`config.mk`:
```
export PLATFORM = sky130hd
export DESIGN_NAME = ctrl_ex_pipe
export DESIGN_NICKNAME = d
export VERILOG_FILES = /design/src/rtl/ctrl_ex_pipe.sv
export SDC_FILE = /design/constraint.sdc
export NUM_CORES = 1
export LEC_CHECK = 0
export ABC_CLOCK_PERIOD_IN_PS = 1700
export CAP_MARGIN = 15
export CORE_MARGIN = 1.5
export CORE_UTILIZATION = 37
export DETAILED_ROUTE_END_ITERATION = 10
export HOLD_SLACK_MARGIN = 0.12
export PLACE_DENSITY = 0.88
export SETUP_SLACK_MARGIN = 0.2
export SLEW_MARGIN = 30
export SYNTH_ARGS = -nofsm -noshare
export SYNTH_HDL_FRONTEND = slang
export SYNTH_SLANG_ARGS = --single-unit
```
`constraint.sdc`:
```
create_clock -name clk -period 1.7 [get_ports clk]
set_input_delay 0.17 -clock clk [delete_from_list [all_inputs] [get_ports clk]]
set_output_delay 0.17 -clock clk [all_outputs]
set_load 0.02 [all_outputs]
```
`src/rtl/ctrl_ex_pipe.sv`:
```
// -----------------------------------------------------------------------------
// ctrl_ex_pipe
// -----------------------------------------------------------------------------
// Execute-stage control for a 16-bit Thumb-style pipeline.
//
// Decodes conditional (Bcc) and unconditional (B) branches from the EX
// instruction and evaluates the condition against the APSR flags. The IR and
// its valid bit are then carried through STAGES downstream registers (stage 0
// is MEM). After a taken branch the next FLUSH_CYCLES instructions that reach
// EX are wrong-path, so they are squashed into NOP bubbles. External flush
// clears the whole pipe, and stall freezes all state.
//
// Optional feature (compile-time macro CTRL_EX_BRANCH_CNT_EN):
//   defined   - o_branch_cnt counts RUN->FLUSH transitions, saturating,
//               cleared only by rst.
//   undefined - o_branch_cnt is tied to 0 and no counter register exists.
//
// Parameters
//   IR_W          instruction width (condition decode uses bits [15:8])
//   STAGES        number of downstream pipeline registers (>=1)
//   FLUSH_CYCLES  wrong-path slots squashed after a taken branch (1..15)
//   NOP_WORD      IR value used for squashed slots and after reset
//   CNT_W         branch counter width
//
// Ports
//   clk           in   clock, rising edge
//   rst           in   synchronous reset, active-high
//   i_ir          in   instruction currently in EX
//   i_ir_valid    in   i_ir is a real instruction
//   i_apsr        in   flags {N,Z,C,V}, bit 3 = N
//   i_stall       in   hold all state this cycle
//   i_flush       in   external flush, overrides stall
//   o_branch_met  out  EX instruction is a taken branch (combinational)
//   o_ir_mem      out  IR in stage 0
//   o_valid_mem   out  valid of stage 0
//   o_ir_pipe     out  all stage IRs, stage k at [k*IR_W +: IR_W]
//   o_valid_pipe  out  valid bit per stage
//   o_flushing    out  FSM is squashing wrong-path instructions
//   o_branch_cnt  out  taken-branch count
// -----------------------------------------------------------------------------
module ctrl_ex_pipe #(
    parameter int              IR_W         = 16,
    parameter int              STAGES       = 2,
    parameter int              FLUSH_CYCLES = 2,
    parameter logic [IR_W-1:0] NOP_WORD     = 16'hBF00,
    parameter int              CNT_W        = 16
) (
    input  logic                     clk,
    input  logic                     rst,
    input  logic [IR_W-1:0]          i_ir,
    input  logic                     i_ir_valid,
    input  logic [3:0]               i_apsr,
    input  logic                     i_stall,
    input  logic                     i_flush,
    output logic                     o_branch_met,
    output logic [IR_W-1:0]          o_ir_mem,
    output logic                     o_valid_mem,
    output logic [STAGES*IR_W-1:0]   o_ir_pipe,
    output logic [STAGES-1:0]        o_valid_pipe,
    output logic                     o_flushing,
    output logic [CNT_W-1:0]         o_branch_cnt
);

    typedef enum logic [0:0] {
        ST_RUN   = 1'b0,
        ST_FLUSH = 1'b1
    } state_e;

    // Condition codes in Thumb encoding order.
    typedef enum logic [3:0] {
        CC_EQ = 4'd0,  CC_NE = 4'd1,  CC_CS = 4'd2,  CC_CC = 4'd3,
        CC_MI = 4'd4,  CC_PL = 4'd5,  CC_VS = 4'd6,  CC_VC = 4'd7,
        CC_HI = 4'd8,  CC_LS = 4'd9,  CC_GE = 4'd10, CC_LT = 4'd11,
        CC_GT = 4'd12, CC_LE = 4'd13, CC_UDF = 4'd14, CC_SVC = 4'd15
    } cond_e;

    localparam logic [3:0] FLUSH_LOAD = 4'(FLUSH_CYCLES);

    // -------------------------------------------------------------------------
    // Branch decode and condition evaluation
    // -------------------------------------------------------------------------
    logic  flag_n, flag_z, flag_c, flag_v;
    cond_e cond;
    logic  is_bcond;
    logic  is_b;
    logic  cond_true;
    logic  run;
    logic  branch_met;
    logic  take_branch;

    assign {flag_n, flag_z, flag_c, flag_v} = i_apsr;
    assign cond     = cond_e'(i_ir[11:8]);
    // Encodings 14 and 15 under the 1101 prefix are UDF/SVC, not branches.
    assign is_bcond = (i_ir[15:12] == 4'b1101) && (cond != CC_UDF) && (cond != CC_SVC);
    assign is_b     = (i_ir[15:11] == 5'b11100);

    always_comb begin
        cond_true = 1'b0;
        case (cond)
            CC_EQ:   cond_true = flag_z;
            CC_NE:   cond_true = !flag_z;
            CC_CS:   cond_true = flag_c;
            CC_CC:   cond_true = !flag_c;
            CC_MI:   cond_true = flag_n;
            CC_PL:   cond_true = !flag_n;
            CC_VS:   cond_true = flag_v;
            CC_VC:   cond_true = !flag_v;
            CC_HI:   cond_true = flag_c && !flag_z;
            CC_LS:   cond_true = !flag_c || flag_z;
            CC_GE:   cond_true = (flag_n == flag_v);
            CC_LT:   cond_true = (flag_n != flag_v);
            CC_GT:   cond_true = !flag_z && (flag_n == flag_v);
            CC_LE:   cond_true = flag_z || (flag_n != flag_v);
            default: cond_true = 1'b0;
        endcase
    end

    // -------------------------------------------------------------------------
    // Squash FSM
    // -------------------------------------------------------------------------
    state_e     state_q, state_d;
    logic [3:0] flush_cnt_q, flush_cnt_d;

    assign run = (state_q == ST_RUN);

    // A wrong-path branch (seen while in FLUSH) is never reported as met.
    assign branch_met  = (is_b || (is_bcond && cond_true)) && i_ir_valid && run && !i_flush;
    // Only an unstalled taken branch actually redirects the pipe.
    assign take_branch = branch_met && !i_stall;

    always_comb begin
        state_d     = state_q;
        flush_cnt_d = flush_cnt_q;
        if (i_flush) begin
            state_d     = ST_RUN;
            flush_cnt_d = 4'd0;
        end else if (!i_stall) begin
            case (state_q)
                ST_RUN: begin
                    if (take_branch) begin
                        state_d     = ST_FLUSH;
                        flush_cnt_d = FLUSH_LOAD;
                    end
                end
                ST_FLUSH: begin
                    flush_cnt_d = flush_cnt_q - 4'd1;
                    // This cycle's squash was the last one.
                    if (flush_cnt_q == 4'd1) begin
                        state_d = ST_RUN;
                    end
                end
                default: begin
                    state_d     = ST_RUN;
                    flush_cnt_d = 4'd0;
                end
            endcase
        end
    end

    // NOTE: sequential state uses non-blocking assignments so every register
    // samples the pre-edge values; combinational blocks use blocking ones.
    always_ff @(posedge clk) begin
        if (rst) begin
            state_q     <= ST_RUN;
            flush_cnt_q <= 4'd0;
        end else begin
            state_q     <= state_d;
            flush_cnt_q <= flush_cnt_d;
        end
    end

    // -------------------------------------------------------------------------
    // Downstream IR/valid registers
    // -------------------------------------------------------------------------
    logic [IR_W-1:0] ir_q    [STAGES];
    logic [STAGES-1:0] valid_q;
    logic [IR_W-1:0] ir0_d;
    logic            valid0_d;

    // In FLUSH the EX slot is wrong-path and becomes a bubble.
    assign ir0_d    = run ? i_ir : NOP_WORD;
    assign valid0_d = i_ir_valid && run;

    // NOTE: the stage array is small and must show NOP bubbles after reset,
    // so it is reset like ordinary flops rather than left uninitialised.
    always_ff @(posedge clk) begin
        if (rst || i_flush) begin
            for (int k = 0; k < STAGES; k++) begin
                ir_q[k] <= NOP_WORD;
            end
            valid_q <= '0;
        end else if (!i_stall) begin
            ir_q[0]    <= ir0_d;
            valid_q[0] <= valid0_d;
            for (int k = 1; k < STAGES; k++) begin
                ir_q[k]    <= ir_q[k-1];
                valid_q[k] <= valid_q[k-1];
            end
        end
    end

    always_comb begin
        o_ir_pipe = '0;
        for (int k = 0; k < STAGES; k++) begin
            o_ir_pipe[k*IR_W +: IR_W] = ir_q[k];
        end
    end

    assign o_valid_pipe = valid_q;
    assign o_ir_mem     = ir_q[0];
    assign o_valid_mem  = valid_q[0];
    assign o_branch_met = branch_met;
    assign o_flushing   = (state_q == ST_FLUSH);

    // -------------------------------------------------------------------------
    // Optional taken-branch counter
    // -------------------------------------------------------------------------
`ifdef CTRL_EX_BRANCH_CNT_EN
    logic [CNT_W-1:0] branch_cnt_q, branch_cnt_d;

    always_comb begin
        branch_cnt_d = branch_cnt_q;
        // Increment on RUN->FLUSH only; external flush does not clear it.
        if (take_branch && (branch_cnt_q != '1)) begin
            branch_cnt_d = branch_cnt_q + 1'b1;
        end
    end

    always_ff @(posedge clk) begin
        if (rst) begin
            branch_cnt_q <= '0;
        end else begin
            branch_cnt_q <= branch_cnt_d;
        end
    end

    assign o_branch_cnt = branch_cnt_q;
`else
    assign o_branch_cnt = '0;
`endif

endmodule

```
==> Word-level counts from Yosys, hierarchy flattened <==
Memory sizes are Yosys's and may differ from the RTL's.
Index checks and enable logic that the tools add are counted.
{ "word_totals": {"reg_bits": 7, "ram_bits": 32, "output_inout_bits": 69, "wordCells": 67, "mem_count": 1} }
{ "classes": {"addsub": 1, "n_eq_ne": 21, "mux": 14, "bitwise": 4, "reduce_logical": 23} }
{ "mem_list": {"columns": ["name", "depth", "width", "read_ports", "rd_clocked_by_memory_dff", "wr", "line", "text"], "rows": [
  ["ir_q", 2, 16, 2, 0, 2, "175", "logic [IR_W-1:0] ir_q [STAGES];"]
]} }
{ "op_table": {"columns": ["cell", "n"], "rows": [
  ["$mux W16", 3],
  ["$eq A4 B4 Y1 const B", 7],
  ["$eq A4 B3 Y1 const B", 4],
  ["$pmux W1 S14", 1],
  ["$logic_and A1 B1 Y1", 10],
  ["$eq A4 B1 Y1 const B", 2],
  ["$eq A4 B2 Y1 const B", 2],
  ["$ne A4 B4 Y1 const B", 2],
  ["$pmux W4 S2", 1],
  ["$mux W1", 7],
  ["$logic_not A1 Y1", 6],
  ["$eq A5 B5 Y1 const B", 1],
  ["$logic_not A4 Y1", 1],
  ["$logic_or A1 B1 Y1", 4],
  ["$mux W4", 1],
  ["$sub A4 B1 Y4 const B", 1],
  ["$ne A2 B1 Y1 const B", 1],
  ["$not A1 Y1", 2],
  ["$or A1 B1 Y1", 2],
  ["$pmux W1 S2", 1],
  ["$reduce_and A2 Y1", 1],
  ["$reduce_or A2 Y1", 1],
  ["$eq A1 B1 Y1", 1],
  ["$ne A1 B1 Y1", 1]
]} }

==> Longest topological paths before layout <==
Gate-level depths: netlist of the first run.
{ "depth": {"depth_word": 11, "ltp_mapped": 6} }

==> Least setup slack after synthesis of the first run <==
No wires, ideal clock.
{ "synth_timing": {"path_kind": "input to register", "start": "in i_ir[9]", "end": "reg flush_cnt_q[0]", "setup_ns": 0.127, "arrival_time_ns": 1.669, "t_required_ns": 1.573, "setup_slack_ns": -0.096, "path_stages": 5, "path_buffers": 0, "cell_sequence": "mux4_1 xnor2_1 a2111o_1 a31oi_4 o41ai_1"} }
{ "synth_between": {"elab_chain_cells": 11, "word_cells_on_any_way": 27, "cone_classes": "eq/ne: 16; mux: 1; reduce/logical: 10"} }
{ "synth_lines": {"columns": ["item", "line", "text"], "rows": [
  ["start, declared", "50", "input logic [IR_W-1:0] i_ir,"],
  ["parallel branches: the longest is 3 deep, another holds $pmux W1 S14", null, null],
  ["$logic_and A1 B1 Y1 *", "127", "assign branch_met = (is_b || (is_bcond && cond_true)) && i_ir_valid && run && !i_flush;"],
  ["$logic_or A1 B1 Y1 *", "127", null],
  ["$logic_and A1 B1 Y1 * (3 in a row)", "127", null],
  ["via o_branch_met", "55", "output logic o_branch_met,"],
  ["$logic_and A1 B1 Y1 *", "129", "assign take_branch = branch_met && !i_stall;"],
  ["$ne A2 B1 Y1 (no line) *", null, null],
  ["$reduce_and A2 Y1 (no line) *", null, null],
  ["end signal, assigned", "168", "flush_cnt_q <= flush_cnt_d;"],
  ["end, declared", "122", "logic [3:0] flush_cnt_q, flush_cnt_d;"]
]} }
Mark *: on every way through the listed nets, which the timed path passes.
A chain may end at the register's enable or synchronous reset.

==> Final worst setup path of the first run <==
{ "layout_timing": {"start": "in i_ir[9]", "end": "out o_branch_met"} }
{ "layout_between": {"elab_chain_cells": 8, "word_cells_on_any_way": 24, "cone_classes": "eq/ne: 15; mux: 1; reduce/logical: 8"} }
{ "layout_lines": {"columns": ["item", "line"], "rows": [
  ["parallel branches: the longest is 3 deep, another holds $pmux W1 S14", null],
  ["$logic_and A1 B1 Y1 *", "127"],
  ["$logic_or A1 B1 Y1 *", "127"],
  ["$logic_and A1 B1 Y1 * (3 in a row)", "127"],
  ["end, declared", "55"]
]} }
Every way passes the cells marked *.

==> flow_metrics.env, run 1 <==
export IMPL_status="finished, violations left"
export IMPL_violations="negative setup slack"
export IMPL_p_sw_uw=546.2
export IMPL_min_period_ns=1.792
export IMPL_synth_top_family_by_area="simple AND/OR/NAND/NOR gates"
export IMPL_syn_area_um2=1952
export IMPL_finalWirelength_um=4134
export IMPL_initial_core_util_pct=38.22
export IMPL_synth_xor_area_share_pct=1.346
export IMPL_worstPathArrival_ns=1.62
export IMPL_finalPower_mw=2.100
export IMPL_syn_avg_cell_area_um2=12.05
export IMPL_vias_per_cell=4.471
export IMPL_drive_gt1_share_pct=16.80
export IMPL_wl_per_cell_um=13.17
export IMPL_yosys_area_share_simple_pct=16.60
export IMPL_met3_usage_pct=3.307
export IMPL_grt_pass1_wl_um=5796
export IMPL_yosysWarnings=0
export IMPL_worst_slack_ns=-0.09236
export IMPL_synth_distinct_cells=37
export IMPL_p_per_area_nw_per_um2=720.4
export IMPL_vias=1404
export IMPL_die_h_um=75.63
export IMPL_syn_inst=162
export IMPL_ant_nets=0
export IMPL_cts_tree="yes"
export IMPL_grt_usage_pct=13.72
export IMPL_switching_share_pct=26.01
export IMPL_htreeDepth=2
export IMPL_period_share_pct=105.4
export IMPL_core_um2=5107
export IMPL_clk_pin_slew_worst_paths_ns=0.07
export IMPL_final_hold_viol_count=0
export IMPL_cp_end_kind="output pin"
export IMPL_cts_hold_buf=0
export IMPL_drcViolationCount=0
export IMPL_dr_pass1_iters=4
export IMPL_die_area_um2=5720
export IMPL_area_delta_synth_final_pct=49.36
export IMPL_seq_area_frac_synth_pct=56.41
export IMPL_p_seq_share_pct=52.0
export IMPL_worst_setup_path_type="input pin to output pin"
export IMPL_numCtsBuffers=5
export IMPL_grt_busiest_layer="met2"
export IMPL_grt_antenna_before_repair=0
export IMPL_insertion_delay_ns=0.28
export IMPL_setup_viol=1
export IMPL_power_leakage_nw=1.260
export IMPL_final_cells=314
export IMPL_clkSinkCount=39
export IMPL_synth_compound_area_share_pct=7.372
export IMPL_ys_ff_latch=39
export IMPL_maxSlewViolCount=0
export IMPL_grt_max_degree=33
export IMPL_fin_skew_ns=0.003309
export IMPL_synth_fa_ha_area_share_pct=1.282
export IMPL_power_share_clock_pct=27.9
export IMPL_cts_root_buf="clkbuf_8"
export IMPL_hpwl_um=3088
export IMPL_drt_iter0_markers=78
export IMPL_num_fill_cells=443
export IMPL_dpl_cell_count=305
export IMPL_ir_drop_uv=428.6
export IMPL_seq_area_um2=1101
export IMPL_place_gp_congestion=0.7807
export IMPL_clock_path_buffers=2
export IMPL_grt_remaining_overflow=0
export IMPL_grtUsageMet2_pct=23.88
export IMPL_first_global_vias=1263
export IMPL_drv_cap=0
export IMPL_worstPathRequired_ns=1.53
export IMPL_p_comb_share_pct=20.1
export IMPL_place_ws_ns=-1.002
export IMPL_synthMuxAreaShare_pct=2.372
export IMPL_startpoint_type="input pin"
export IMPL_use_met1_pct=15.87
export IMPL_multi_input_area_um2=656.9
export IMPL_numPortBuffers=77
export IMPL_path_max_fanout=2
export IMPL_antenna_cells=0
export IMPL_die_x_um=75.63
export IMPL_num_nets_final=270
export IMPL_p_int_mw=1.554
export IMPL_rows=26
export IMPL_io_pins=94
export IMPL_min_path_type="input pin to register"
export IMPL_cts_setup_buffers=0
export IMPL_rsz0062_at_grt="yes"
export IMPL_fmax_ghz=0.5579
## sequential cells by signal (all words and copies together), names as in the netlist
signal,cells
flush_cnt_q,4
o_flushing,1
ir_q,32
o_valid_pipe,2
## synth_stat cells
cell type   n  area share, %
buf_4      33             13
edfxtp_1   32             49
and2_1     18            5.8
or3_1       8            2.6
dfxtp_1     7            7.2
nand2b_1    6            1.9
clkbuf_1    5           0.96
nand2_1     5           0.96
nor2_1      5           0.96
a21oi_1     4            1.0
inv_1       4           0.77
a31oi_1     3           0.96
xnor2_1     3            1.3
ha_1        2            1.3
mux2i_1     2            1.0
nor3_1      2           0.51
nor4b_1     2           0.90
o22ai_1     2           0.64
a2111o_1    1           0.58
a21o_1      1           0.38
a22oi_1     1           0.38
a31oi_4     1            1.1
a32o_1      1           0.51
conb_1      1           0.19
mux4_1      1            1.3
nand3_1     1           0.26
nand3b_1    1           0.38
nand4b_1    1           0.45
nor2b_1     1           0.32
nor3b_1     1           0.38
o211ai_1    1           0.38
o311a_1     1           0.51
o31a_1      1           0.45
o41ai_1     1           0.45
or2_0       1           0.32
or4_1       1           0.38
or4b_2      1           0.51
## cells in the final DEF (no fill, tap or decap), types with 2 or more instances in the layout
cell / instances
dlygate4sd2_1: 4
a31oi_1: 3
dfxtp_1: 7
clkbuf_8: 5
nor2_1: 5
clkinv_1: 2
buf_4: 17
xnor2_1: 2
o22ai_1: 2
dlymetal6s2s_1: 17
ha_1: 2
buf_2: 3
edfxtp_1: 32
mux2i_1: 2
a21oi_1: 4
inv_1: 4
buf_6: 3
or3_1: 8
nor4b_1: 2
nand2b_1: 6
clkdlybuf4s50_1: 50
nand2_1: 4
conb_1: 16
and2_1: 18
## power groups by stage
stage | registers, mW | clock network [mW] | logic, mW
2_1_floorplan | 1.16 | 0 | 0.193
3_3_place_gp | 1.11 | 0 | 0.409
3_5_place_dp | 1.12 | 0 | 0.417
4_1_cts | 1.09 | 0.596 | 0.417
5_1_grt | 1.10 | 0.627 | 0.447
6_report | 1.09 | 0.587 | 0.421
## repair_timing
action,4_1_cts,5_1_grt
gates cloned,0,1
pin swaps,2,3
gates resized for setup,35,24
setup endpoints to repair,7,45
## logic make-up (layout without fill, tap and decap cells)
kind of cell / count (synthesis) / count (layout)
mux: 3 / 3
xor+xnor: 3 / 3
simple gates: 54 / 54
other cells: 1 / 16
buf+inv: 42 / 109
fa+ha+maj: 2 / 2
flops: 39 / 39
compound gates: 18 / 18
## worst max-delay path: stages
cell and delay [ns]:
buf_8 0.07, mux4_2 0.52, xnor2_2 0.15, a2111o_1 0.40, a31oi_4 0.17, buf_6 0.14
## layout make-up
| type | instances | area share [%] |
|---|---|---|
| Clock inverter | 3 | 0.5150 |
| Clock buffer | 5 | 2.361 |
| Inverter | 4 | 0.5150 |
| Timing Repair Buffer | 97 | 33.30 |
| Tap cell | 70 | 3.004 |
| Sequential cell | 39 | 37.77 |
| Multi-Input combinational cell | 96 | 22.53 |
## stage by stage
step / utilization [%] / TNS, ns / hold WS [ns] / cell area [µm²]
4_1_cts: 55.51 / -0.1430 / 0.3034 / 2835
5_1_grt: 57.08 / -0.1434 / 0.2406 / 2915
6_report: 57.08 / -0.09236 / 0.2234 / 2915
2_1_floorplan: - / -0.009552 / 0.3422 / 2007
3_5_place_dp: 53.92 / -4.939 / 0.5075 / 2754
3_3_place_gp: 53.92 / -4.512 / 0.4780 / 2754
## worst paths after layout
kind,start,end,slack (ns),cells past startpoint
max,i_ir[9],o_branch_met,-0.09,6
max reg2reg,flush_cnt_q[1]$_SDFFE_PP0P_,o_flushing$_SDFFE_PP0N_,0.17,4
min,i_ir[13],ir_q[0][13]$_SDFFCE_PP1P_,0.22,2
min reg2reg,o_valid_pipe[1]$_SDFFE_PP0N_,o_valid_pipe[1]$_SDFFE_PP0N_,0.52,2
## per-layer routing
| layer | part of all wire, % | wire [µm] |
|---|---|---|
| met1 | 40 | 1635 |
| met5 | 0 | 0 |
| met4 | 1.6 | 66 |
| met3 | 5.4 | 224 |
| met2 | 53 | 2208 |
Note: power is estimated with default switching activity, not from simulation.
==> inputs of run 2 (changes only) <==
--- a/config.mk
+++ b/config.mk
@@ -8,10 +8,11 @@
 export ABC_CLOCK_PERIOD_IN_PS = 1700
 export CAP_MARGIN = 15
 export CORE_MARGIN = 1.5
-export CORE_UTILIZATION = 37
+export CORE_UTILIZATION = 52
 export DETAILED_ROUTE_END_ITERATION = 10
+export DONT_BUFFER_PORTS = 1
 export HOLD_SLACK_MARGIN = 0.12
-export PLACE_DENSITY = 0.88
+export PLACE_DENSITY = 0.81
 export SETUP_SLACK_MARGIN = 0.2
 export SLEW_MARGIN = 30
 export SYNTH_ARGS = -nofsm -noshare
==> run 2 against run 1 <==
Effect of this change:
- the flow still finishes with violations (negative setup slack)
- combinational power is 53% lower
- cell area down 25%
- count of clock-buffer cells in the layout increased by 1
- critical path type unchanged
- via count shrank 14%
- non-clock buffer count decreased by 64
- wire length decreased by 15%
- final cell count is 27% lower
- sequential power rose by 6%
- highest routed layer unchanged
- setup slack improved by 0.081 ns
- hold slack worse by 0.070 ns
- total power fell by 8.5%
==> flow_metrics.env, run 2 (synthesis results as in run 1) <==
export IMPL_cp_num_buf_inv=1
export IMPL_cts_root_buf="clkbuf_8"
export IMPL_top_register="ir_q"
export IMPL_violations="negative setup slack"
export IMPL_grt_max_degree=33
export IMPL_r2r_start="o_flushing$_SDFFE_PP0N_"
export IMPL_drive_gt1_share_pct=14.44
export IMPL_place_gp_congestion=0.8362
export IMPL_worst_slack_ns=-0.01126
export IMPL_finalSetupTns_ns=-0.01126
export IMPL_vias_per_cell=5.268
export IMPL_numCtsBuffers=5
export IMPL_final_cell_mix="edfxtp_1, and2_1, dlygate4sd3_1"
export IMPL_first_global_vias=1105
export IMPL_p_per_area_nw_per_um2=878.6
export IMPL_largest_register_ffs=32
export IMPL_drcViolationCount=0
export IMPL_dr_pass1_iters=4
export IMPL_grt_antenna_before_repair=0
export IMPL_maxSlewViolCount=0
export IMPL_status="finished, violations left"
export IMPL_finalWirelength_um=3525
export IMPL_wl_per_cell_um=15.46
export IMPL_fmax_ghz=0.5844
export IMPL_power_leakage_nw=0.8192
export IMPL_fin_skew_ns=0.006841
export IMPL_reg2reg_to="flush_cnt_q[0]$_SDFFE_PP0P_"
export IMPL_drv_cap=0
export IMPL_grt_usage_pct=17.50
export IMPL_initial_core_util_pct=53.72
export IMPL_io_pins=94
export IMPL_worst_r2r_setup_slack_ns=0.08
export IMPL_worst_pin_slew_ns=0.5417
export IMPL_crit_slowest_cell="mux4_2"
export IMPL_die_x_um=64.27
export IMPL_rsz0062_at_grt="yes"
export IMPL_worstPathArrival_ns=1.54
export IMPL_core_um2=3633
export IMPL_final_hold_viol_count=0
export IMPL_finish_utilization_pct=60.23
export IMPL_clkSinkCount=39
export IMPL_min_period_ns=1.711
export IMPL_rows=22
export IMPL_reg2regPathDepth=7
export IMPL_die_area_um2=4130
export IMPL_insertion_delay_ns=0.29
export IMPL_min_path_type="input pin to register"
export IMPL_final_common_cell="edfxtp_1"
export IMPL_num_nets_final=206
export IMPL_period_share_pct=100.7
export IMPL_max_slew_margin_pct=63.75
export IMPL_grt_remaining_overflow=0
export IMPL_cts_tree="yes"
export IMPL_final_cells=228
export IMPL_worst_setup_path_type="input pin to output pin"
export IMPL_path_cells="mux4_2, xnor2_1, a2111o_1, a31oi_4, buf_12"
export IMPL_clk_pin_slew_worst_paths_ns=0.07
export IMPL_crit_start="i_ir[9]"
export IMPL_hpwl_um=2323
export IMPL_max_stage_delay_ns=0.48
export IMPL_startpoint_type="input pin"
export IMPL_ir_drop_uv=268.3
export IMPL_crit_path_end="o_branch_met"
export IMPL_vias=1201
export IMPL_area_delta_synth_final_pct=12.12
export IMPL_drt_iter0_markers=131
export IMPL_numPortBuffers=0
export IMPL_dpl_cell_count=200
export IMPL_htreeDepth=2
export IMPL_place_area_um2=1911
export IMPL_path_max_fanout=5
export IMPL_antenna_cells=0
export IMPL_min_from="i_stall"
export IMPL_grt_pass1_wl_um=5416
export IMPL_worstPathRequired_ns=1.53
export IMPL_crit_family="compound AO/OA/AOI/OAI gates"
export IMPL_cp_end_kind="output pin"
export IMPL_die_h_um=64.27
export IMPL_ant_nets=0
export IMPL_setup_viol=1
export IMPL_cp_num_cells=5
export IMPL_design_area_um2=2188
export IMPL_clock_path_buffers=2
-- run 2: cell types whose count changed in the layout (fill, tap and decap cells not counted), sizes merged, moves of 4 or more --
cell | before | now
dlygate4sd2 | 4 | 0
buf | 25 | 16
dlygate4sd3 | 0 | 17
clkdlybuf4s50 | 50 | 0
dlymetal6s2s | 17 | 0
-- run 2: layout make-up --
type | instances | area [µm²]
repair buffers | 33 | 306.5
multi-input cells | 96 | 624.3
clock inverters | 2 | 8.758
well taps | 48 | 60.06
inverters | 4 | 15.01
clock buffers | 6 | 72.57
flip-flops and latches | 39 | 1101
fillers | 309 | 1445
-- run 2: through the flow --
step | hold WS, ns | power, mW | setup slack, ns
6_report | 0.1537 | 1.923 | -0.01126
5_1_grt | 0.1493 | 1.995 | -0.03396
4_1_cts | 0.08358 | 1.935 | -0.01330
3_5_place_dp | 0.3366 | 1.329 | -0.1104
3_3_place_gp | 0.3127 | 1.322 | -0.07875
2_1_floorplan | 0.3422 | 1.354 | -0.009552
-- run 2: report_power, final --
group          internal [mW]  total [mW]  switching [mW]
registers               1.07        1.15          0.0757
logic                 0.0767       0.196           0.119
clock network          0.282       0.579           0.298
-- run 2: worst min-delay path by stage --
stage / end / cells after the start
after floorplan: ir_q[0][11]$_SDFFCE_PP1P_ / 2
after global placement: flush_cnt_q[0]$_SDFFE_PP0P_ / 2
after detailed placement: o_valid_pipe[0]$_SDFFE_PP0N_ / 2
after CTS: ir_q[0][9]$_SDFFCE_PP1P_ / 1
after global routing: o_flushing$_SDFFE_PP0N_ / 2
final: flush_cnt_q[3]$_SDFFE_PP0P_ / 3
-- run 2: repair_timing --
action,in CTS,in global routing
gates cloned,0,0
hold buffers,16,1
endpoints found under the setup margin,2,6
pin swaps,1,0
resized for setup,1,0
hold endpoints to repair,28,1
buffers inserted,3,0
-- run 2: per-layer routing --
layer	wire (µm)	global-route usage [%]	vias up
met3	222	5.106	11
met2	1712	27.47	61
met5	0	0	-
met4	72	9.043	0
met1	1518	21.89	569
li1	-	-	560
-- run 2: tightest hold or removal path: stages --
cell	delay [ns]
nor4b_1	0.03
a21oi_1	0.10
o22ai_1	0.08
==> inputs of run 3 (changes only) <==
--- a/config.mk
+++ b/config.mk
@@ -5,14 +5,14 @@
 export SDC_FILE = /design/constraint.sdc
 export NUM_CORES = 1
 export LEC_CHECK = 0
-export ABC_CLOCK_PERIOD_IN_PS = 1700
+export ABC_CLOCK_PERIOD_IN_PS = 1800
 export CAP_MARGIN = 15
 export CORE_MARGIN = 1.5
-export CORE_UTILIZATION = 52
+export CORE_UTILIZATION = 60
 export DETAILED_ROUTE_END_ITERATION = 10
 export DONT_BUFFER_PORTS = 1
 export HOLD_SLACK_MARGIN = 0.12
-export PLACE_DENSITY = 0.81
+export PLACE_DENSITY = 0.87
 export SETUP_SLACK_MARGIN = 0.2
 export SLEW_MARGIN = 30
 export SYNTH_ARGS = -nofsm -noshare
==> constraint.sdc (replaced) <==
create_clock -name clk -period 1.8 [get_ports clk]
set_input_delay 0.18 -clock clk [delete_from_list [all_inputs] [get_ports clk]]
set_output_delay 0.18 -clock clk [all_outputs]
set_load 0.02 [all_outputs]
==> run 3 against run 2 <==
Effect of this change:
- the flow now finishes without violations
- sequential share of layout area rose by 0.086 points
- first-iteration DRC count is 72% lower
- wire length grew 1.2%
- cell area is 0.17% lower
- hold slack worse by 0.013 ns
- via count increased by 3.2%
- sequential power shrank 6%
- critical endpoint unchanged
- largest cell class unchanged
- highest routed layer unchanged
==> flow_metrics.env, run 3 (synthesis results as in run 1) <==
export IMPL_min_path_type="input pin to register"
export IMPL_num_nets_final=206
export IMPL_grt_usage_pct=21.14
export IMPL_grt_pass1_wl_um=5368
export IMPL_path_cells="mux4_2, xnor2_1, a2111o_1, a31oi_4, buf_12"
export IMPL_power_leakage_nw=0.8269
export IMPL_htreeDepth=2
export IMPL_vias_per_cell=5.536
export IMPL_path_max_fanout=5
export IMPL_die_area_um2=3604
export IMPL_place_gp_congestion=0.7888
export IMPL_cp_num_buf_inv=1
export IMPL_finalWirelength_um=3568
export IMPL_drv_cap=0
export IMPL_final_hold_viol_count=0
export IMPL_numCtsBuffers=5
export IMPL_p_per_area_nw_per_um2=850.8
export IMPL_die_x_um=60.04
export IMPL_first_global_vias=1186
export IMPL_worstPathArrival_ns=1.56
export IMPL_fin_skew_ns=0.002685
export IMPL_finalPower_mw=1.859
export IMPL_grt_max_degree=33
export IMPL_io_pins=94
export IMPL_final_common_cell="edfxtp_1"
export IMPL_drive_gt1_share_pct=13.89
export IMPL_dr_pass1_iters=4
export IMPL_maxSlewViolCount=0
export IMPL_rsz0062_at_grt="yes"
export IMPL_largest_register_ffs=32
export IMPL_core_um2=3078
export IMPL_min_period_ns=1.736
export IMPL_clkSinkCount=39
export IMPL_wl_per_cell_um=15.93
export IMPL_worstPathRequired_ns=1.62
export IMPL_worst_r2r_setup_slack_ns=0.24
export IMPL_insertion_delay_ns=0.34
export IMPL_max_slew_margin_pct=58.63
export IMPL_die_h_um=60.04
export IMPL_worst_pin_slew_ns=0.6206
export IMPL_startpoint_type="input pin"
export IMPL_top_register="ir_q"
export IMPL_num_fill_cells=212
export IMPL_seq_area_um2=1101
export IMPL_max_stage_delay_ns=0.48
export IMPL_grt_remaining_overflow=0
export IMPL_ant_nets=0
export IMPL_area_delta_synth_final_pct=11.92
export IMPL_status="complete, no violations"
export IMPL_clock_path_buffers=2
export IMPL_hpwl_um=2376
export IMPL_cts_tree="yes"
export IMPL_clk_pin_slew_worst_paths_ns=0.11
export IMPL_finalSetupTns_ns=0
export IMPL_grt_antenna_before_repair=0
export IMPL_r2r_start="flush_cnt_q[0]$_SDFFE_PP0P_"
export IMPL_drt_iter0_markers=37
export IMPL_fmax_ghz=0.5760
export IMPL_rows=20
export IMPL_final_cell_mix="edfxtp_1, and2_1, dlygate4sd3_1"
export IMPL_vias=1240
export IMPL_setup_viol=0
export IMPL_period_share_pct=96.45
export IMPL_drcViolationCount=0
export IMPL_multi_input_area_um2=621.8
export IMPL_cp_end_kind="output pin"
export IMPL_worst_setup_path_type="input pin to output pin"
export IMPL_initial_core_util_pct=63.41
export IMPL_crit_start="i_ir[9]"
export IMPL_antenna_cells=0
export IMPL_min_from="i_ir_valid"
export IMPL_ir_drop_uv=410.6
export IMPL_crit_family="compound AO/OA/AOI/OAI gates"
export IMPL_cts_root_buf="clkbuf_4"
export IMPL_numPortBuffers=0
export IMPL_crit_slowest_cell="mux4_2"
[run 3: power breakdown]
group	internal (mW)	switching [mW]	total, mW
clock	0.292	0.293	0.585
sequential	1.01	0.0711	1.08
combinational	0.0748	0.116	0.190
[run 3: tightest hold or removal path, delay by kind of cell]
kind,cells,cell delay (ns)
AO/OA/AOI/OAI,1,0.11
AND/OR/NAND/NOR,2,0.16
[run 3: metrics by stage]
step	instances	utilization, %	hold slack (ns)	setup slack, ns	area [µm²]
CTS	224	70.89	0.1251	0.06199	2182
global placement	196	61.83	0.3231	0.02548	1903
detailed placement	196	61.83	0.3370	-0.01519	1903
global route	224	70.98	0.1546	0.02272	2185
floorplan	177	-	0.3522	0.08045	2004
finish	224	70.98	0.1412	0.06381	2185
[run 3: timing repair]
action	CTS	global route
buffers inserted	1	0
resized for setup	0	1
setup endpoints to repair	1	2
pin swaps	1	0
hold endpoints to repair	30	0
gates cloned	0	0
hold buffers	19	0
[run 3: cell type report]
type                    count  share of cell area (%)
clock buffers               5                   1.718
clock inverters             3                   2.005
inverters                   4                  0.6873
multi-input cells          96                   28.46
flip-flops and latches     39                   50.40
well taps                  44                   2.520
repair buffers             33                   14.20
[run 3: routing by layer]
metal | GRT usage, % | part of all wire [%] | wire [µm] | up-vias
met5 | 0 | 0 | 0 | -
met4 | 11.43 | 3.1 | 111 | 0
met3 | 7.359 | 7.9 | 282 | 14
met2 | 36.96 | 54 | 1918 | 86
met1 | 21.95 | 35 | 1255 | 576
li1 | - | - | - | 564
[run 3: path summary, 6_finish.rpt]
kind	to	depth (start not counted)
worst max register to register	o_flushing$_SDFFE_PP0N_	3
worst min-delay path	o_valid_pipe[0]$_SDFFE_PP0N_	3
worst min register to register	ir_q[0][29]$_SDFFCE_PN1P_	1
worst max-delay path	o_branch_met	5
